--- src/rtl/dvs_ravens_pkg.sv ---
// ============================================================================
// Module   : dvs_ravens_pkg
// Purpose  : Shared timestamp widths, event record type and release FSM states.
// Revision : 1.0 - initial release
// ============================================================================
`default_nettype none

package dvs_ravens_pkg;

   localparam int TIMESTAMP_US_BITS = 16;
   localparam int EVT_PAYLOAD_BITS  = 16;

   typedef struct packed {
      logic [TIMESTAMP_US_BITS-1:0] ts;
      logic [EVT_PAYLOAD_BITS-1:0]  payload;
   } event_ts_t;

   typedef enum logic [1:0] {
      EMPTY   = 2'd0,
      WAIT    = 2'd1,
      PRESENT = 2'd2
   } release_state_t;

   // Modular due test: the timestamp is due when it lies at most half-range in the past.
   function automatic logic ts_is_due(input logic [TIMESTAMP_US_BITS-1:0] now,
                                      input logic [TIMESTAMP_US_BITS-1:0] ts);
      logic [TIMESTAMP_US_BITS-1:0] diff;
      diff = now - ts;
      return ~diff[TIMESTAMP_US_BITS-1];
   endfunction

endpackage

`default_nettype wire

--- src/rtl/event_release_scheduler_fifo.sv ---
// ============================================================================
// Module   : sync_fifo
// Purpose  : Single-clock FIFO, registered storage, head word always presented.
// Revision : 1.0 - initial release
// ============================================================================
`default_nettype none

module sync_fifo #(
   parameter int WIDTH = 32,
   parameter int DEPTH = 8
) (
   input  logic                     clk,
   input  logic                     rst,
   input  logic                     wr_en,
   input  logic [WIDTH-1:0]         wr_data,
   input  logic                     rd_en,
   output logic [WIDTH-1:0]         rd_data,
   output logic [$clog2(DEPTH):0]   count
);

   localparam int                c_aw    = $clog2(DEPTH);
   localparam logic [c_aw:0]     c_depth = (c_aw + 1)'(DEPTH);

   logic [WIDTH-1:0] mem_q [DEPTH];
   logic [c_aw-1:0]  wr_ptr_q, wr_ptr_d;
   logic [c_aw-1:0]  rd_ptr_q, rd_ptr_d;
   logic [c_aw:0]    count_q, count_d;
   logic             w_wr, w_rd;

   assign w_wr = wr_en && (count_q < c_depth);
   assign w_rd = rd_en && (count_q != '0);

   always_comb begin
      wr_ptr_d = wr_ptr_q;
      rd_ptr_d = rd_ptr_q;
      count_d  = count_q;
      if (w_wr) wr_ptr_d = wr_ptr_q + 1'b1;
      if (w_rd) rd_ptr_d = rd_ptr_q + 1'b1;
      if (w_wr && !w_rd)      count_d = count_q + 1'b1;
      else if (!w_wr && w_rd) count_d = count_q - 1'b1;
   end

   always_ff @(posedge clk) begin
      if (rst) begin
         wr_ptr_q <= '0;
         rd_ptr_q <= '0;
         count_q  <= '0;
      end else begin
         wr_ptr_q <= wr_ptr_d;
         rd_ptr_q <= rd_ptr_d;
         count_q  <= count_d;
      end
   end

   // Storage needs no reset: the pointers define which words are valid.
   always_ff @(posedge clk) begin
      if (w_wr) mem_q[wr_ptr_q] <= wr_data;
   end

   assign rd_data = mem_q[rd_ptr_q];
   assign count   = count_q;

endmodule

`default_nettype wire

--- src/rtl/event_release_scheduler.sv ---
// ============================================================================
// Module   : event_release_scheduler
// Purpose  : Buffers timestamped events and releases each once time_us reaches
//            its timestamp. Optional lateness stats: EVENT_RELEASE_LATE_COUNT_EN.
// Revision : 1.0 - initial release
// ============================================================================
`default_nettype none

module event_release_scheduler
   import dvs_ravens_pkg::*;
#(
   parameter int FIFO_DEPTH        = 8,
`ifdef EVENT_RELEASE_LATE_COUNT_EN
   parameter int LATE_THRESHOLD_US = 4,
`endif
   parameter int PAYLOAD_BITS      = 16
) (
   input  logic                           clk,
   input  logic                           rst,
   input  logic [TIMESTAMP_US_BITS-1:0]   time_us,
   input  logic                           in_valid,
   output logic                           in_ready,
   input  logic [TIMESTAMP_US_BITS-1:0]   in_ts_us,
   input  logic [PAYLOAD_BITS-1:0]        in_payload,
   output logic                           out_valid,
   input  logic                           out_ready,
   output logic [PAYLOAD_BITS-1:0]        out_payload,
   output logic [TIMESTAMP_US_BITS-1:0]   out_ts_us,
`ifdef EVENT_RELEASE_LATE_COUNT_EN
   output logic [15:0]                    late_count,
   output logic                           late_flag,
`endif
   output logic [$clog2(FIFO_DEPTH):0]    fifo_count
);

   localparam int                  c_cnt_w = $clog2(FIFO_DEPTH) + 1;
   localparam logic [c_cnt_w-1:0]  c_depth = c_cnt_w'(FIFO_DEPTH);
   localparam logic [c_cnt_w-1:0]  c_one   = c_cnt_w'(1);

   release_state_t                 state_q, state_d;
   logic [PAYLOAD_BITS-1:0]        out_payload_q, out_payload_d;
   logic [TIMESTAMP_US_BITS-1:0]   out_ts_q, out_ts_d;

   event_ts_t                      w_push_data;
   event_ts_t                      w_head;
   logic [c_cnt_w-1:0]             w_count;
   logic                           w_push, w_pop;

   assign in_ready    = (w_count < c_depth);
   assign w_push      = in_valid && in_ready;
   assign w_pop       = (state_q == PRESENT) && out_ready;
   assign w_push_data = '{ts: in_ts_us, payload: in_payload};

   sync_fifo #(
      .WIDTH ($bits(event_ts_t)),
      .DEPTH (FIFO_DEPTH)
   ) u_fifo (
      .clk     (clk),
      .rst     (rst),
      .wr_en   (w_push),
      .wr_data (w_push_data),
      .rd_en   (w_pop),
      .rd_data (w_head),
      .count   (w_count)
   );

   // The presented event stays at the FIFO head until its handshake pops it.
   always_comb begin
      state_d       = state_q;
      out_payload_d = out_payload_q;
      out_ts_d      = out_ts_q;
      unique case (state_q)
         EMPTY: begin
            if (w_count != '0) state_d = WAIT;
         end
         WAIT: begin
            if (ts_is_due(time_us, w_head.ts)) begin
               out_payload_d = w_head.payload;
               out_ts_d      = w_head.ts;
               state_d       = PRESENT;
            end
         end
         PRESENT: begin
            if (out_ready) state_d = ((w_count > c_one) || w_push) ? WAIT : EMPTY;
         end
         default: state_d = EMPTY;
      endcase
   end

   always_ff @(posedge clk) begin
      if (rst) begin
         state_q       <= EMPTY;
         out_payload_q <= '0;
         out_ts_q      <= '0;
      end else begin
         state_q       <= state_d;
         out_payload_q <= out_payload_d;
         out_ts_q      <= out_ts_d;
      end
   end

   assign out_valid   = (state_q == PRESENT);
   assign out_payload = out_payload_q;
   assign out_ts_us   = out_ts_q;
   assign fifo_count  = w_count;

`ifdef EVENT_RELEASE_LATE_COUNT_EN
   localparam logic [TIMESTAMP_US_BITS-1:0] c_late_thr = TIMESTAMP_US_BITS'(LATE_THRESHOLD_US);

   logic [15:0]                    late_count_q, late_count_d;
   logic                           late_flag_q, late_flag_d;
   logic [TIMESTAMP_US_BITS-1:0]   w_late_diff;
   logic                           w_late;

   assign w_late_diff = time_us - out_ts_q;
   assign w_late      = w_pop && (w_late_diff > c_late_thr);

   always_comb begin
      late_count_d = late_count_q;
      late_flag_d  = w_late;
      if (w_late && (late_count_q != 16'hFFFF)) late_count_d = late_count_q + 16'd1;
   end

   always_ff @(posedge clk) begin
      if (rst) begin
         late_count_q <= '0;
         late_flag_q  <= 1'b0;
      end else begin
         late_count_q <= late_count_d;
         late_flag_q  <= late_flag_d;
      end
   end

   assign late_count = late_count_q;
   assign late_flag  = late_flag_q;
`endif

endmodule

`default_nettype wire
--- config.mk ---
export PLATFORM = sky130hd
export DESIGN_NAME = event_release_scheduler
export DESIGN_NICKNAME = d
export VERILOG_FILES = /design/src/rtl/dvs_ravens_pkg.sv /design/src/rtl/event_release_scheduler_fifo.sv /design/src/rtl/event_release_scheduler.sv
export SDC_FILE = /design/constraint.sdc
export NUM_CORES = 1
export LEC_CHECK = 0
export ABC_CLOCK_PERIOD_IN_PS = 6250
export CORE_MARGIN = 5
export CORE_UTILIZATION = 55
export CTS_BUF_LIST = sky130_fd_sc_hd__clkbuf_8
export DETAILED_ROUTE_END_ITERATION = 8
export DONT_BUFFER_PORTS = 1
export GPL_ROUTABILITY_DRIVEN = 0
export HOLD_SLACK_MARGIN = 0.1
export PLACE_DENSITY = 0.7
export SYNTH_ARGS = -nofsm -noshare
export SYNTH_HDL_FRONTEND = slang
export SYNTH_SLANG_ARGS = --single-unit
--- constraint.sdc ---
create_clock -name clk -period 6.25 [get_ports clk]
set_clock_uncertainty 0.05 [all_clocks]
set_input_delay 1.875 -clock clk [delete_from_list [all_inputs] [get_ports clk]]
set_output_delay 1.875 -clock clk [all_outputs]
set_load 0.01 [all_outputs]
==> results.yml <==
timing:
  setup_violations: 0
  period_needed_ps: 4550
  tightest_slew_ps: 1020
  hold_ws_ps: 487
  max_freq_mhz: 220
  slew_violations: 0
  period_share: 0.729
  maxSlewHeadroom: 0.319
  rsz0062_at_grt: "false"
  finalHoldViolations: 0
  setup_tns_ps: 0
setup_path:
  cp-start-kind: "register"
  cp.arrival_ps: 4880
  cp.required_ps: 6580
  critical_path_class: "register to register"
  cp_slowest_cell: "dfxtp_4"
  critPathBufInv: 1
  path_delay_family: "multiplexers"
  cp-end-kind: "register"
  path_max_fanout: 30
  path_cells: "mux4_2, mux2i_1, ha_1, and4_1, a221oi_1, o41ai_4, xor2_4, and2_1, buf_4, a211oi_1"
  critPathMaxStageDelay_ps: 730
clocking:
  cts_num_sinks: 303
  cts_buffers: 46
  clockBufferDepth: 3
  holdBufCountCts: 0
  clkLatencyLatePin_ps: 540
  post_cts_buffers: 0
  cts_max_level: 2
  clk_pin_slew_ps: 60
  cts_tree: "built"
  cts_root_buffer: "clkbuf_8"
  post_cts_resized: 0
global_routing:
  grt_max_degree: 46
  antenna_found_initial: 0
  grt_pass1_vias: 6014
  grt-ovfl-total: 0
  grtUsageTotal: 0.195
  grt_pass1_wl_mm: 35.6
logic_synthesis:
  synth_cell_types: 36
  synth_warnings: 0
  synth-edff-count: 256
  synth-seq-cells: 303
  async_flop_share: 0
  synth_cells: 609
  seq_area_frac_synth: 0.734
  synth_nets: 682
  synth_area_um2: 11700
  ys.flop_type: "edfxtp_1"
  synth.avg_cell_area_um2: 19.3
cells_and_area:
  n_antenna_cell: 0
  final_cells: 945
  syn_to_final_growth_pct: 10.1
  nets: 709
  final_core_util: 0.615
  drive_above_1_share: 0.216
floorplan:
  io_pins: 90
  die-area_um2: 24400
  fp-row-count: 53
  die_w_um: 156
  initial_core_util: 0.559
  core-area_um2: 21000
  fp.dieH_um: 156
routing:
  dr.pass1.iters: 5
  drtIter0Drc: 424
  drc_errors: 0
  via_per_inst: 6.04
  wl_mm: 23.3
  num_vias: 5705
  wl_per_cell_um: 24.6
  postRouteAntennaNets: 0
pwr:
  powerDensity_nw_per_um2: 356
  leakage_uw: 0.00404
  max-vdd-ir-drop_uv: 173
place:
  placedCellCount: 863
  hpwl_mm: 14.2
  place.port_buffers: 0
job:
  drv_cap: 0
min_path:
  hp-class: "register to register"
outcome:
  status: "completed"
-- stage by stage --
step	power [uW]	setup WS [ps]	instance area (um2)
finish	4600	1700	12900
global route	4820	1300	12900
CTS	4640	1590	12900
detailed placement	3230	1520	12100
global placement	3190	1630	12100
floorplan	3020	1180	11700
-- layout make-up --
cell class	count	area, um2
flip-flops and latches	303	8630
fillers	1461	8090
multi-input cells	267	3010
clock buffers	49	674
well taps	275	344
clock inverters	33	140
repair buffers	14	118
inverters	4	15.0
-- power breakdown --
| group | internal [uW] | switching, uW | total (uW) |
|---|---|---|---|
| combinational | 257 | 389 | 646 |
| clock | 723 | 696 | 1420 |
| sequential | 2380 | 153 | 2530 |
| total | 3360 | 1240 | 4600 |
-- worst paths after layout --
kind	to	startpoint	slack (ps)	cells past startpoint
setup / recovery	out_ts_us[4]$_SDFFE_PP0P_	register	1700	10
hold / removal	out_ts_us[15]$_SDFFE_PP0P_	out_ts_us[15]$_SDFFE_PP0P_	490	2
hold reg to reg	out_ts_us[15]$_SDFFE_PP0P_	out_ts_us[15]$_SDFFE_PP0P_	490	2
setup reg to reg	out_ts_us[4]$_SDFFE_PP0P_	register	1700	10
-- flip-flops by register name (all words and copies together) (netlist names), named ones only --
signal,count
u_fifo.rd_ptr_q,3
u_fifo.wr_ptr_q,3
state_q,2
out_ts_us,16
u_fifo.mem_q,256
u_fifo.count,4
out_payload,16
-- cell usage after synthesis, types with 2 or more instances --
cell type  instances  share of area
edfxtp_1         256           0.65
mux4_2            64           0.12
dfxtp_1           47          0.080
a21oi_1           43          0.018
mux2i_1           35          0.030
a211oi_1          32          0.020
ha_1              21          0.022
nor2_1            20         0.0064
clkbuf_1          16         0.0051
nand2_1           12         0.0038
buf_1             11         0.0035
nand2b_1           5         0.0027
xnor2_1            5         0.0037
inv_1              4         0.0013
o21ai_0            4         0.0017
xor2_1             4         0.0030
buf_4              3         0.0019
buf_6              3         0.0029
nor2b_1            3         0.0016
nor3_1             3         0.0013
and4_1             2         0.0015
buf_2              2        0.00085
-- routing by layer --
| metal | global-route usage | vias up | part of all wire |
|---|---|---|---|
| li1 | - | 2538 | - |
| met1 | 0.259 | 2943 | 0.40 |
| met2 | 0.323 | 193 | 0.50 |
| met3 | 0.0541 | 31 | 0.080 |
| met4 | 0.0541 | 0 | 0.016 |
| met5 | 0 | - | 0 |
-- logic make-up after synthesis --
kind of cell / share of synthesized area
flip-flops: 0.734
adder cells (fa/ha/maj): 0.0224
XOR/XNOR: 0.00809
multiplexers: 0.153
AND/OR/NAND/NOR: 0.0204
AO/OA/AOI/OAI: 0.0466
buffers and inverters: 0.0155
-- cells in the final DEF (no fill, tap or decap), drive strengths merged, types with 2 or more instances in the layout --
| cell | instances |
|---|---|
| and4 | 2 |
| o21ai | 5 |
| edfxtp | 256 |
| nand2 | 12 |
| a211oi | 32 |
| buf | 14 |
| xnor2 | 5 |
| inv | 24 |
| clkbuf | 49 |
| clkinvlp | 2 |
| nand2b | 5 |
| clkinv | 11 |
| nor2 | 20 |
| nor2b | 3 |
| nor3 | 3 |
| mux4 | 64 |
| dfxtp | 47 |
| a21oi | 43 |
| ha | 21 |
| xor2 | 5 |
| mux2i | 35 |
-- worst register-to-register path: stages, from the launching register on --
cell	delay, ps
dfxtp_4	730
mux4_2	610
mux2i_1	450
ha_1	340
and4_1	200
a221oi_1	530
o41ai_4	250
xor2_4	200
and2_1	570
buf_4	350
a211oi_1	120
No activity file was read; power rests on OpenSTA's default activity.
